<file path="src/rtl/wbck_arb.sv">
// Write-back arbiter: merges the ALU, LSU and MULDIV result channels into a
// single registered regfile write port. Fixed priority muldiv > lsu > alu,
// with a starvation counter that promotes the ALU to top priority.
module wbck_arb #(
    parameter int unsigned XLEN       = 32,
    parameter int unsigned RFIDX_W    = 5,
    parameter int unsigned STARVE_MAX = 4
) (
    input  logic               clk,
    input  logic               rst,

    input  logic               alu2wb_vld,
    output logic               alu2wb_rdy,
    input  logic [XLEN-1:0]    alu2wb_data,
    input  logic [RFIDX_W-1:0] alu2wb_rdidx,
    input  logic               alu2wb_rden,

    input  logic               lsu2wb_vld,
    output logic               lsu2wb_rdy,
    input  logic [XLEN-1:0]    lsu2wb_data,
    input  logic [RFIDX_W-1:0] lsu2wb_rdidx,
    input  logic               lsu2wb_rden,

    input  logic               muldiv2wb_vld,
    output logic               muldiv2wb_rdy,
    input  logic [XLEN-1:0]    muldiv2wb_data,
    input  logic [RFIDX_W-1:0] muldiv2wb_rdidx,
    input  logic               muldiv2wb_rden,

    output logic               wbck_o_vld,
    input  logic               wbck_o_rdy,
    output logic [XLEN-1:0]    wbck_o_data,
    output logic [RFIDX_W-1:0] wbck_o_rdidx,
    output logic               wbck_o_en,

    output logic               wbck_busy
);

    logic               can_load;
    logic               boost;
    logic [3:0]         cnt;
    logic               gnt_alu;
    logic               gnt_lsu;
    logic               gnt_mdv;
    logic               hs_alu;
    logic               hs_any;
    logic               hs_other;
    logic [XLEN-1:0]    sel_data;
    logic [RFIDX_W-1:0] sel_rdidx;
    logic               sel_rden;

    assign can_load = ~wbck_o_vld | wbck_o_rdy;
    assign boost    = (cnt == 4'(STARVE_MAX));

    // Pick at most one source; boost lifts the ALU above everything else
    always_comb begin
        gnt_alu = 1'b0;
        gnt_lsu = 1'b0;
        gnt_mdv = 1'b0;
        if (boost && alu2wb_vld)  gnt_alu = 1'b1;
        else if (muldiv2wb_vld)   gnt_mdv = 1'b1;
        else if (lsu2wb_vld)      gnt_lsu = 1'b1;
        else if (alu2wb_vld)      gnt_alu = 1'b1;
    end

    // rdy is masked during reset so no source believes a transfer happened
    assign alu2wb_rdy    = gnt_alu & can_load & ~rst;
    assign lsu2wb_rdy    = gnt_lsu & can_load & ~rst;
    assign muldiv2wb_rdy = gnt_mdv & can_load & ~rst;

    assign hs_alu   = alu2wb_vld & alu2wb_rdy;
    assign hs_other = (lsu2wb_vld & lsu2wb_rdy) | (muldiv2wb_vld & muldiv2wb_rdy);
    assign hs_any   = hs_alu | hs_other;

    // Route the granted source's payload toward the output buffer
    always_comb begin
        sel_data  = alu2wb_data;
        sel_rdidx = alu2wb_rdidx;
        sel_rden  = alu2wb_rden;
        if (gnt_mdv) begin
            sel_data  = muldiv2wb_data;
            sel_rdidx = muldiv2wb_rdidx;
            sel_rden  = muldiv2wb_rden;
        end else if (gnt_lsu) begin
            sel_data  = lsu2wb_data;
            sel_rdidx = lsu2wb_rdidx;
            sel_rden  = lsu2wb_rden;
        end
    end

    // Count cycles the ALU waits while another source is served
    always_ff @(posedge clk or posedge rst) begin
        if (rst) begin
            cnt <= '0;
        end else if (!alu2wb_vld || hs_alu) begin
            cnt <= '0;
        end else if (hs_other && (cnt != 4'(STARVE_MAX))) begin
            cnt <= cnt + 4'd1;
        end
    end

    // Single-entry output buffer: load on handshake, else clear on drain
    always_ff @(posedge clk or posedge rst) begin
        if (rst) begin
            wbck_o_vld   <= 1'b0;
            wbck_o_en    <= 1'b0;
            wbck_o_data  <= '0;
            wbck_o_rdidx <= '0;
        end else if (hs_any) begin
            wbck_o_vld   <= 1'b1;
            wbck_o_en    <= sel_rden & (sel_rdidx != '0);
            wbck_o_data  <= sel_data;
            wbck_o_rdidx <= sel_rdidx;
        end else if (wbck_o_vld && wbck_o_rdy) begin
            wbck_o_vld   <= 1'b0;
        end
    end

    assign wbck_busy = wbck_o_vld | alu2wb_vld | lsu2wb_vld | muldiv2wb_vld;

endmodule

</file>
<file path="config.mk">
export PLATFORM = sky130hd
export DESIGN_NAME = wbck_arb
export DESIGN_NICKNAME = d
export VERILOG_FILES = /design/src/rtl/wbck_arb.sv
export SDC_FILE = /design/constraint.sdc
export NUM_CORES = 1
export LEC_CHECK = 0
export ABC_AREA = 1
export CAP_MARGIN = 10
export CORE_AREA = 2 2 85 87
export CTS_CLUSTER_DIAMETER = 100
export DETAILED_ROUTE_END_ITERATION = 6
export DIE_AREA = 0 0 87 89
export GPL_TIMING_DRIVEN = 0
export PLACE_DENSITY = 0.88
export SETUP_SLACK_MARGIN = 0.02
export SYNTH_ARGS = -nofsm -noshare
export SYNTH_HDL_FRONTEND = slang
export SYNTH_SLANG_ARGS = --single-unit
</file>
<file path="constraint.sdc">
create_clock -name clk -period 4.5 [get_ports clk]
set_input_delay 0.45 -clock clk [delete_from_list [all_inputs] [get_ports clk]]
set_output_delay 0.45 -clock clk [all_outputs]
set_load 0.03 [all_outputs]
</file>
==> results of run 1 <==
power by group through the flow:
stage                     logic (uW)  clock network [uW]  registers (uW)
after floorplan                  176                   0             662
after global placement           635                   0             509
after detailed placement         647                   0             510
after CTS                        649                 275             505
after global routing             687                 289             515
final                            644                 268             506
kinds of logic (layout without fill, tap and decap cells):
family,after synthesis,count (layout)
and+or+nand+nor,235,235
buffers and inverters,43,212
adders and majority gates,2,2
DFF,43,43
AOI/OAI and AO/OA,39,39
Yosys cell counts:
cell type / number / area (um2)
inv_1: 15 / 56.3
o21ai_1: 1 / 5.00
clkbuf_1: 3 / 11.3
o31ai_2: 1 / 12.5
dfrtp_1: 43 / 1080
o211ai_2: 11 / 138
nand2_1: 130 / 488
a21oi_1: 1 / 5.00
inv_2: 1 / 3.75
buf_4: 7 / 52.6
buf_6: 4 / 45.0
or2_2: 1 / 6.26
o211ai_1: 22 / 165
nand3_1: 82 / 410
nor3_1: 1 / 5.00
nand4_1: 1 / 6.26
nand2_2: 4 / 25.0
buf_2: 13 / 65.1
nand4_4: 1 / 21.3
ha_1: 2 / 25.0
o21ai_0: 3 / 15.0
nor2_1: 15 / 56.3
metrics by stage:
stage               area, um2  utilization (%)  setup slack [ns]  cells
finish                   4510             67.1              1.49    611
global placement         4410             65.6              1.54    603
CTS                      4510             67.1              1.45    611
global route             4510             67.1              1.33    611
floorplan                2690                -              2.46    362
detailed placement       4410             65.6              1.52    603
final timing paths:
check / start / end / slack (ns) / cells after the start
min reg2reg: wbck_o_rdidx[2] / wbck_o_rdidx[2] / 0.48 / 2
max: cnt[0] / muldiv2wb_rdy / 1.49 / 8
min: wbck_o_rdidx[2] / wbck_o_rdidx[2] / 0.48 / 2
max in group asynchronous: rst / wbck_o_data[16] / 3.26 / 2
max reg2reg: cnt[0] / wbck_o_data[31] / 2.55 / 9
min in group asynchronous: rst / wbck_o_vld / 0.69 / 2
area by class of cell:
cell class / count / area (um2) / share of cell area (%)
Inverter: 16 / 60.1 / 1.33
Clock buffer: 8 / 100 / 2.22
Tap cell: 80 / 100 / 2.22
Timing Repair Buffer: 161 / 1610 / 35.8
Multi-Input combinational cell: 276 / 1380 / 30.7
Buffer: 27 / 174 / 3.86
Sequential cell: 43 / 1080 / 23.9
layer usage:
metal	vias up	global-route usage [%]	routed length (um)
li1	1549	-	-
met1	1477	27.7	3690
met2	159	43.9	4710
met3	20	5.63	738
met4	0	9.52	239
met5	-	0	0
worst max-delay path, cell delays in order (launching register included):
cell and delay (ns):
dfrtp_1 0.40, inv_1 0.11, ha_1 0.23, nand4_4 0.24
nand2_2 0.16, buf_4 0.19, buf_2 0.27, nor2_1 0.07
clkdlybuf4s50_1 0.60
flip-flops by register name, summed over array words and instances, names as in the netlist:
name          flops
wbck_o_en         1
wbck_o_data      32
cnt               4
wbck_o_rdidx      5
wbck_o_vld        1
==> metrics.md, run 1 <==
| Metric | Value |
|---|---|
| Vias per Instance | roughly 5.2 |
| Sw Share | between 30% and 40% |
| Crit-path max FO | 10 |
| Post-synthesis mux area share | 0% |
| Drt initial violations | ~150 |
| Critical Path Source Type | flop |
| Max-Cap Viols | 0 |
| First-pass GRT wire length | ~15 mm |
| # diodes | 0 |
| Die Y | about 89 um |
| Final GP Congestion | between 0.8 and 0.9 |
| Internal power | approximately 900 uW |
| # H-tree levels | 2 |
| Post-CTS Hold Fix Bufs | 0 |
| CTS Sinks | 43 |
| Num ports | between 150 and 200 |
| CTS resizes | 0 |
| Die width | 87 um |
| Clock Pin Slew Worst Setup and Hold Paths | approximately 0.080 ns |
| Clock skew | between 0.003 and 0.004 ns |
| Rel. slew slack | about two fifths |
| Share of power burned in registers | between 30% and 40% |
| HP Class | flop to flop |
| Share of post-route cells with drive strength above 1 | under 10% |
| Final hold slack | ~0.48 ns |
| Total GRT Usage | about a quarter |
| Fmax achieved | between 300 and 400 MHz |
| Number of buffers added on ports | 161 |
| Leak pwr | slightly above 0.002 uW |
| Pin count of the biggest net entering global routing | 44 |
| Yosys cell types | 22 |
| Wirelength per Cell | between 15 and 20 um |
| Initial Util | about two fifths |
| Simple-gate share of the synthesized area | 37.8% |
| Routed vias | 3,205 |
| #FFs+latches synth | between 40 and 50 |
| Clk root buf | clkbuf_8 |
| Largest family of logic cells by synthesized area | simple AND/OR/NAND/NOR gates |
| Worst-Margin Slew | 0.881 ns |
| Final setup vio count | 0 |
| Post-synthesis xor/xnor area fraction | 0% |
| RSZ-0062 raised after global routing | no |
| Mapped Cells | between 300 and 400 |
| Mapped Area | approximately 0.0027 mm2 |
| # rows | 30 |
| Core area | around 0.0067 mm2 |
| Number of setup buffers added after CTS | 0 |
| TNS Setup | 0 ns |
| # DRC | 0 |
| Post-route minimum period | 3.01 ns |
| Die footprint | ~0.0077 mm2 |
| Filler instances | about 570 |
| Tot Pwr | about 1400 uW |
| Most frequent cells in the layout | clkdlybuf4s50_1, nand2_1, nand3_1, dfrtp_1, o211ai_1 |
| Congestion Overflow GR | 0 |
| Final Hold Viols | 0 |
| Yosys warnings | 0 |
| Cell area power density | 315 mW/mm2 |
| Switch Pwr | around 520 uW |
| # nets final | about 650 |
| Clk_lat worst skew | just under 0.3 ns |
| Synth Area in Compound Gates | ~13% |
| Clk pwr share | between 10% and 20% |
| Adder-Cell Fraction of Synth Area | less than 1% |
| Sequential-to-total area share from yosys stat | 39.9% |
| CP arrival | approximately 2.6 ns |
| Vias in the first global route | between 3,000 and 4,000 |
| Slew Limit Fails | 0 |
| Worst vdd ir | 0.000173 V |
| Critical Path RT | 4.05 ns |
| CTS tree | built |
| Critical Path End Type | output port |
| DP HPWL | around 7.4 mm |
| Critical setup path kind | flop to output port |
| Routed Wire Length | between 9 and 10 mm |
| Antenna violations before repair | 0 |
| Status | finished, final reports clean |
| Comb power frac | 45.4% |
| Syn_nets | approximately 480 |
| Commonest non-fill, non-tap cell in the layout | clkdlybuf4s50_1 |
| Area grow syn2layout | 67.3% |
| First drt pass iteration count | 5 |
| CTS Buffer Depth | 2 |
| Routed Antenna Nets | 0 |
| Mean Syn Cell Area | roughly 7.4 um2 |
| Total CTS buffers | 5 |
| Final Cycle Share | around two thirds |
Power figures use the tool's default switching activity.
==> inputs of run 2 (changes only) <==
--- a/config.mk
+++ b/config.mk
@@ -7,12 +7,12 @@
 export LEC_CHECK = 0
 export ABC_AREA = 1
 export CAP_MARGIN = 10
-export CORE_AREA = 2 2 85 87
+export CORE_AREA = 2 2 93 95
 export CTS_CLUSTER_DIAMETER = 100
 export DETAILED_ROUTE_END_ITERATION = 6
-export DIE_AREA = 0 0 87 89
+export DIE_AREA = 0 0 95 97
 export GPL_TIMING_DRIVEN = 0
-export PLACE_DENSITY = 0.88
+export PLACE_DENSITY = 0.78
 export SETUP_SLACK_MARGIN = 0.02
 export SYNTH_ARGS = -nofsm -noshare
 export SYNTH_HDL_FRONTEND = slang
==> constraint.sdc (replaced) <==
create_clock -name clk -period 2.54 [get_ports clk]
set_input_delay 0.254 -clock clk [delete_from_list [all_inputs] [get_ports clk]]
set_output_delay 0.254 -clock clk [all_outputs]
set_load 0.03 [all_outputs]
==> run 2 against run 1 <==
  * Sequential power rose by 77%
  * Combinational power is 77% higher
  * Worst setup slack worse by 1.3 ns
  * Clock power rose by 76%
  * Flip-flop and latch count unchanged
  * Utilization fell by 11 points
  * Register-to-register slack worse by 1.9 ns
  * Clock skew rose by 0.0049 ns
  * Critical path type unchanged
  * Highest routed layer unchanged
==> metrics.md, run 2 (same netlist as run 1, synthesis figures left out) <==
| Metric | Value |
|---|---|
| Crit path cell chain | inv_1 -> ha_1 -> nand4_4 -> nand2_4 -> buf_4 -> buf_4 -> nor2_1 -> dlygate4sd2_1 (was inv_1 -> ha_1 -> nand4_4 -> nand2_2 -> buf_4 -> buf_2 -> nor2_1 -> clkdlybuf4s50_1) |
| Max FFs per register | 32 (unchanged) |
| Routed Wire Length | 9.45 mm (was 9.38 mm) |
| Num ports | 163 (unchanged) |
| Biggest registers after layout | wbck_o_data: 32 flops, wbck_o_rdidx: 5 flops, cnt: 4 flops (unchanged) |
| Comb power frac | 45.5% (was 45.4%) |
| Internal reg-to-reg setup slack | 0.62 ns (was 2.55 ns) |
| RR Startpoint | cnt[0] (unchanged) |
| Antenna violations before repair | 0 (unchanged) |
| TNS Setup | 0 ns (unchanged) |
| Core area | 0.00813 mm2 (was 0.00672 mm2) |
| Critical Path RT | 2.29 ns (was 4.05 ns) |
| Crit path top cell by count | buf_4 |
| Most frequent cells in the layout | clkdlybuf4s50_1, nand2_1, nand3_1, dfrtp_1, o211ai_1 (unchanged) |
| Crit-path max FO | 10 (unchanged) |
| Wirelength per Cell | 14.8 um (was 15.4 um) |
| Share of power burned in registers | 35.7% (about the same) |
| Initial Util | 33.1% (was 40.1%) |
| Critical Path Source Type | flop (unchanged) |
| Final Hold Viols | 0 (unchanged) |
| Capture point of the worst reg-to-reg path | wbck_o_data[0] (was wbck_o_data[31]) |
| Worst vdd ir | 0.000262 V (was 0.000173 V) |
| First-pass GRT wire length | 14.8 mm (was 14.6 mm) |
| HP Class | input pin to async pin (was flop to flop) |
| Status | finished, final reports clean (unchanged) |
| Post-route minimum period | between 2 and 2.5 ns |
| # H-tree levels | 2 (unchanged) |
| Total CTS buffers | 5 (unchanged) |
| Vias per Instance | 4.93 (was 5.25) |
| Sw Share | 36.3% (was 36.6%) |
| Biggest register | wbck_o_data (unchanged) |
| Max-Cap Viols | 0 (unchanged) |
| Post-DP Area | 0.00446 mm2 (was 0.00441 mm2) |
| CTS Sinks | 43 (unchanged) |
| Vias in the first global route | 3,165 (was 3,177) |
| Leak pwr | 0.00210 uW (was 0.00206 uW) |
| Top delay family on crit path | buffers and inverters (unchanged) |
| DP HPWL | 7.47 mm (was 7.39 mm) |
| RSZ-0062 raised after global routing | no (unchanged) |
| Die Y | 97 um (was 89 um) |
| Cell area power density | 546 mW/mm2 (was 315 mW/mm2) |
| Final Cycle Share | 92.6% |
| Routed vias | 3,157 (was 3,205) |
| Die width | 95 um (was 87 um) |
| # diodes | 0 (unchanged) |
| Clk_lat worst skew | 0.29 ns (about the same) |
| Routed Antenna Nets | 0 (unchanged) |
| Commonest non-fill, non-tap cell in the layout | clkdlybuf4s50_1 (unchanged) |
| First drt pass iteration count | 4 (was 5) |
| Worst-Margin Slew | 0.451 ns (was 0.881 ns) |
| Final setup vio count | 0 (unchanged) |
| Clock skew | 0.00825 ns (was 0.00339 ns) |
| CTS tree | built (unchanged) |
| Internal power | 1600 uW (was 900 uW) |
| Rel. slew slack | 69.9% (was 41.2%) |
| Slew Limit Fails | 0 (unchanged) |
| Congestion Overflow GR | 0 (unchanged) |
| CP bufs+invs | 4 (unchanged) |
| Crit path largest cell delay | 0.39 ns (was 0.60 ns) |
| # nets final | 656 (was 652) |
| Switch Pwr | 910 uW (was 518 uW) |
| Total GRT Usage | 20.3% (was 24.3%) |
| Worst Reg-to-Reg Cells | 11 (was 9) |
| Clk root buf | clkbuf_8 (unchanged) |
| Critical path depth in cells | 8 (unchanged) |
| Share of post-route cells with drive strength above 1 | 10.3% (was 9.60%) |
| Critical setup path kind | flop to output port (unchanged) |
| Fmax achieved | roughly 420 MHz |
| Pin count of the biggest net entering global routing | 24 (was 44) |
| CP arrival | 2.10 ns (was 2.56 ns) |
| Clk pwr share | 18.8% (was 18.9%) |
| # rows | 33 (was 30) |
| Final Instance Area | 0.00459 mm2 (was 0.00451 mm2) |
| Critical Path End Type | output port (unchanged) |
| Die footprint | 0.00922 mm2 (was 0.00774 mm2) |
| # DRC | 0 (unchanged) |
| Drt initial violations | 99 (was 146) |
| Clock Pin Slew Worst Setup and Hold Paths | 0.08 ns (about the same) |
| Slowest CP cell | dfrtp_1 (was clkdlybuf4s50_1) |
| Number of buffers added on ports | 161 (unchanged) |
| CTS Buffer Depth | 2 (unchanged) |
| Area grow syn2layout | 70.3% (was 67.3%) |
| Final GP Congestion | 0.814 (about the same) |
run 2: changes by cell type in the layout (fill, tap and decap cells not counted), sizes merged:
cell,before,now
dlygate4sd2,0,3
clkdlybuf4s50,161,158
buf,24,28
run 2: final cells by class:
class                   count  area, um2
inverters                  16       60.1
clock buffers               8        100
repair buffers            165       1650
well taps                 105        131
fillers                   737       3550
flip-flops and latches     43       1080
multi-input cells         276       1390
plain buffers              27        176
run 2: power groups by stage:
stage	Combinational, uW	Sequential (uW)	Clock (uW)
2_1_floorplan	311	1170	0
3_3_place_gp	1130	902	0
3_5_place_dp	1150	907	0
4_1_cts	1150	896	489
5_1_grt	1220	911	514
6_report	1140	896	472
run 2: worst max-delay path by stage:
stage / startpoint / end
after global placement: alu2wb_vld / muldiv2wb_rdy
after detailed placement: alu2wb_vld / muldiv2wb_rdy
final: cnt[0] / muldiv2wb_rdy
after floorplan: cnt[0] / muldiv2wb_rdy
after CTS: cnt[0] / muldiv2wb_rdy
after global routing: cnt[0] / muldiv2wb_rdy
run 2: what timing repair did:
item                                    CTS  global route
gates resized for setup                   6             0
pin swaps                                 1             0
hold buffers                              0             0
endpoints found under the setup margin    3             2
setup buffers                             0             3
run 2: per-stage QoR:
stage / hold WS (ns) / worst slack [ns] / util (%) / std cells / power, uW
after floorplan: 0.350 / 0.701 / - / 362 / 1480
after global placement: 0.457 / -0.0626 / 54.5 / 628 / 2030
after detailed placement: 0.462 / -0.0813 / 54.8 / 629 / 2050
after CTS: 0.329 / 0.0291 / 56.1 / 637 / 2540
after global routing: 0.365 / 0.0384 / 56.4 / 640 / 2640
final: 0.321 / 0.187 / 56.4 / 640 / 2510
run 2: per-layer routing:
layer / share of wire [%] / global-route usage [%]
met1: 41 / 24.0
met2: 50 / 35.7
met3: 7.5 / 5.45
met4: 1.3 / 5.24
met5: 0 / 0
==> inputs of run 3 (changes only) <==
--- a/config.mk
+++ b/config.mk
@@ -11,7 +11,6 @@
 export CTS_CLUSTER_DIAMETER = 100
 export DETAILED_ROUTE_END_ITERATION = 6
 export DIE_AREA = 0 0 95 97
-export GPL_TIMING_DRIVEN = 0
 export PLACE_DENSITY = 0.78
 export SETUP_SLACK_MARGIN = 0.02
 export SYNTH_ARGS = -nofsm -noshare
==> run 3 against run 2 <==
  * Fmax rose by 5.4%
  * Clock power about the same
  * Cell area down 2.5%
  * Sequential power about the same
  * Die area unchanged
  * Clock-buffer cell count is the same
  * Via count down 4.4%
  * Total power decreased by 0.89%
  * Worst hold slack gained 0.12 ns
  * Non-clock buffer count down 20
  * Register-to-register slack got worse by 0.08 ns
  * Critical path type unchanged
==> metrics.md, run 3 (same netlist as run 1, synthesis figures left out) <==
| Metric | Value |
|---|---|
| # DRC | 0 (unchanged) |
| Biggest registers after layout | wbck_o_data: 32 flops, wbck_o_rdidx: 5 flops, cnt: 4 flops (unchanged) |
| Total CTS buffers | 5 (unchanged) |
| Biggest register | wbck_o_data (unchanged) |
| Critical Path End Type | output port (unchanged) |
| DP HPWL | 6.82 mm (was 7.47 mm) |
| Area grow syn2layout | 66.1% (was 70.3%) |
| Die Y | 97 um (unchanged) |
| Routed vias | 3,019 (was 3,157) |
| Clk_lat worst skew | 0.29 ns (about the same) |
| Layer with the highest usage | met2 (unchanged) |
| Congestion Overflow GR | 0 (unchanged) |
| Number of setup buffers added after CTS | 0 (unchanged) |
| Status | finished, final reports clean (unchanged) |
| Vias in the first global route | 2,920 (was 3,165) |
| Share of post-route cells with drive strength above 1 | 7.77% (was 10.3%) |
| Max FFs per register | 32 (unchanged) |
| CP arrival | 1.98 ns (was 2.10 ns) |
| Die width | 95 um (unchanged) |
| Final GP Congestion | 0.823 (was 0.814) |
| Pin count of the biggest net entering global routing | 67 (was 24) |
| Drt initial violations | 77 (was 99) |
| Post-DP Area | 0.00438 mm2 (was 0.00446 mm2) |
| Rel. slew slack | 56.0% (was 69.9%) |
| Post-route minimum period | 2.23 ns (was 2.35 ns) |
| Max-Cap Viols | 0 (unchanged) |
| Met2 usage in global routing | 34.5% (was 35.7%) |
| Commonest non-fill, non-tap cell in the layout | clkdlybuf4s50_1 (unchanged) |
| Core area | 0.00813 mm2 (unchanged) |
| Final setup vio count | 0 (unchanged) |
| Tot Pwr | 2480 uW (was 2510 uW) |
| Worst-Margin Slew | 0.659 ns (was 0.451 ns) |
| Fmax achieved | 448 MHz (was 425 MHz) |
| Number of buffers added on ports | 162 (was 161) |
| Cell area power density | 555 mW/mm2 (was 546 mW/mm2) |
| Initial Util | 33.1% (unchanged) |
| Filler instances | 743 (was 737) |
| Most frequent cells in the layout | clkdlybuf4s50_1, nand2_1, nand3_1, dfrtp_1, o211ai_1 (unchanged) |
| Worst vdd ir | 0.000266 V (was 0.000262 V) |
| HP Class | input pin to async pin (unchanged) |
| Total GRT Usage | 19.3% (was 20.3%) |
| Final Cycle Share | 87.9% (was 92.6%) |
| Leak pwr | 0.00202 uW (was 0.00210 uW) |
| Routed Wire Length | 8.83 mm (was 9.45 mm) |
| Global Route met3 Usage | 5.45% (unchanged) |
| CTS Buffer Depth | 2 (unchanged) |
| # H-tree levels | 2 (unchanged) |
| Final Instance Area | 0.00448 mm2 (was 0.00459 mm2) |
| Vias per Instance | 4.87 (was 4.93) |
| CTS resizes | 0 (was 6) |
| Slew Limit Fails | 0 (unchanged) |
| Wirelength per Cell | 14.2 um (was 14.8 um) |
| Die footprint | 0.00922 mm2 (unchanged) |
| Num ports | 163 (unchanged) |
| Final Hold Viols | 0 (unchanged) |
| # rows | 33 (unchanged) |
| First drt pass iteration count | 4 (unchanged) |
| # nets final | 636 (was 656) |
| RSZ-0062 raised after global routing | no (unchanged) |
| Critical Path RT | 2.29 ns (about the same) |
| CTS Sinks | 43 (unchanged) |
| Met1 global-route usage | 23.0% (was 24.0%) |
| TNS Setup | 0 ns (unchanged) |
| First-pass GRT wire length | 14.3 mm (was 14.8 mm) |
| Crit-path max FO | 6 (was 10) |
| Finished Core Util | 55.0% (was 56.4%) |
| # diodes | 0 (unchanged) |
| Clock skew | 0.00809 ns (was 0.00825 ns) |
| Post-CTS Hold Fix Bufs | 0 (unchanged) |
| Antenna violations before repair | 0 (unchanged) |
| Routed Antenna Nets | 0 (unchanged) |
| Critical Path Source Type | flop (unchanged) |
| Clk root buf | clkbuf_8 (unchanged) |
| Clock Pin Slew Worst Setup and Hold Paths | 0.08 ns (about the same) |
| Critical setup path kind | flop to output port (unchanged) |
| CTS tree | built (unchanged) |
==> run 3: changes by cell type in the layout (fill, tap and decap cells not counted), moves of 2 or more <==
| cell | before | now |
|---|---|---|
| clkbuf_1 | 4 | 1 |
| clkdlybuf4s50_1 | 158 | 160 |
| nand2_4 | 2 | 0 |
| buf_6 | 4 | 0 |
| dlygate4sd2_1 | 3 | 0 |
| buf_2 | 12 | 0 |
| nand2_2 | 2 | 4 |
==> run 3: metal layers <==
metal | share of wire (%) | wire (um)
met1 | 40 | 3520
met3 | 8.6 | 760
met4 | 0.33 | 29
met2 | 51 | 4520
met5 | 0 | 0
==> run 3: worst paths after layout <==
kind                                       from         endpoint  slack [ns]  cells after the start
worst max register to register           cnt[0]       wbck_o_vld        0.54                      7
worst min register to register  wbck_o_rdidx[0]  wbck_o_rdidx[0]        0.48                      2
max in group asynchronous                   rst  wbck_o_data[11]        1.71                      3
min in group clk                wbck_o_rdidx[0]  wbck_o_rdidx[0]        0.48                      2
worst max-delay path                     cnt[0]    muldiv2wb_rdy        0.31                      6
worst min-delay path                        rst       wbck_o_vld        0.45                      3
==> run 3: through the flow <==
| step | worst slack (ns) | std cells | hold WS [ns] |
|---|---|---|---|
| floorplan | 0.701 | 362 | 0.350 |
| global placement | 0.380 | 612 | 0.457 |
| detailed placement | 0.289 | 612 | 0.462 |
| CTS | 0.288 | 620 | 0.461 |
| global route | 0.171 | 620 | 0.496 |
| finish | 0.308 | 620 | 0.445 |
==> run 3: layout make-up <==
cell class,count,area (um2),share of cell area [%]
inverter,16,60.1,1.34
timing repair buffer,172,1720,38.4
multi-input combinational,276,1390,31.1
clock buffer,8,100,2.24
tap,105,131,2.94
sequential,43,1080,24.0
==> run 3: worst max-delay path: stages, from the launching register on <==
cell and delay (ns):
dfrtp_1 0.35, inv_1 0.08, ha_1 0.24, nand4_4 0.15, nand2_2 0.09, nor2_1 0.11, clkdlybuf4s50_1 0.67
==> run 3: power by group <==
group	switching, uW	internal, uW	total [uW]	leakage (uW)
logic	608	512	1120	0.00144
registers	74.3	820	894	0.000533
clock network	222	248	471	0.0000515
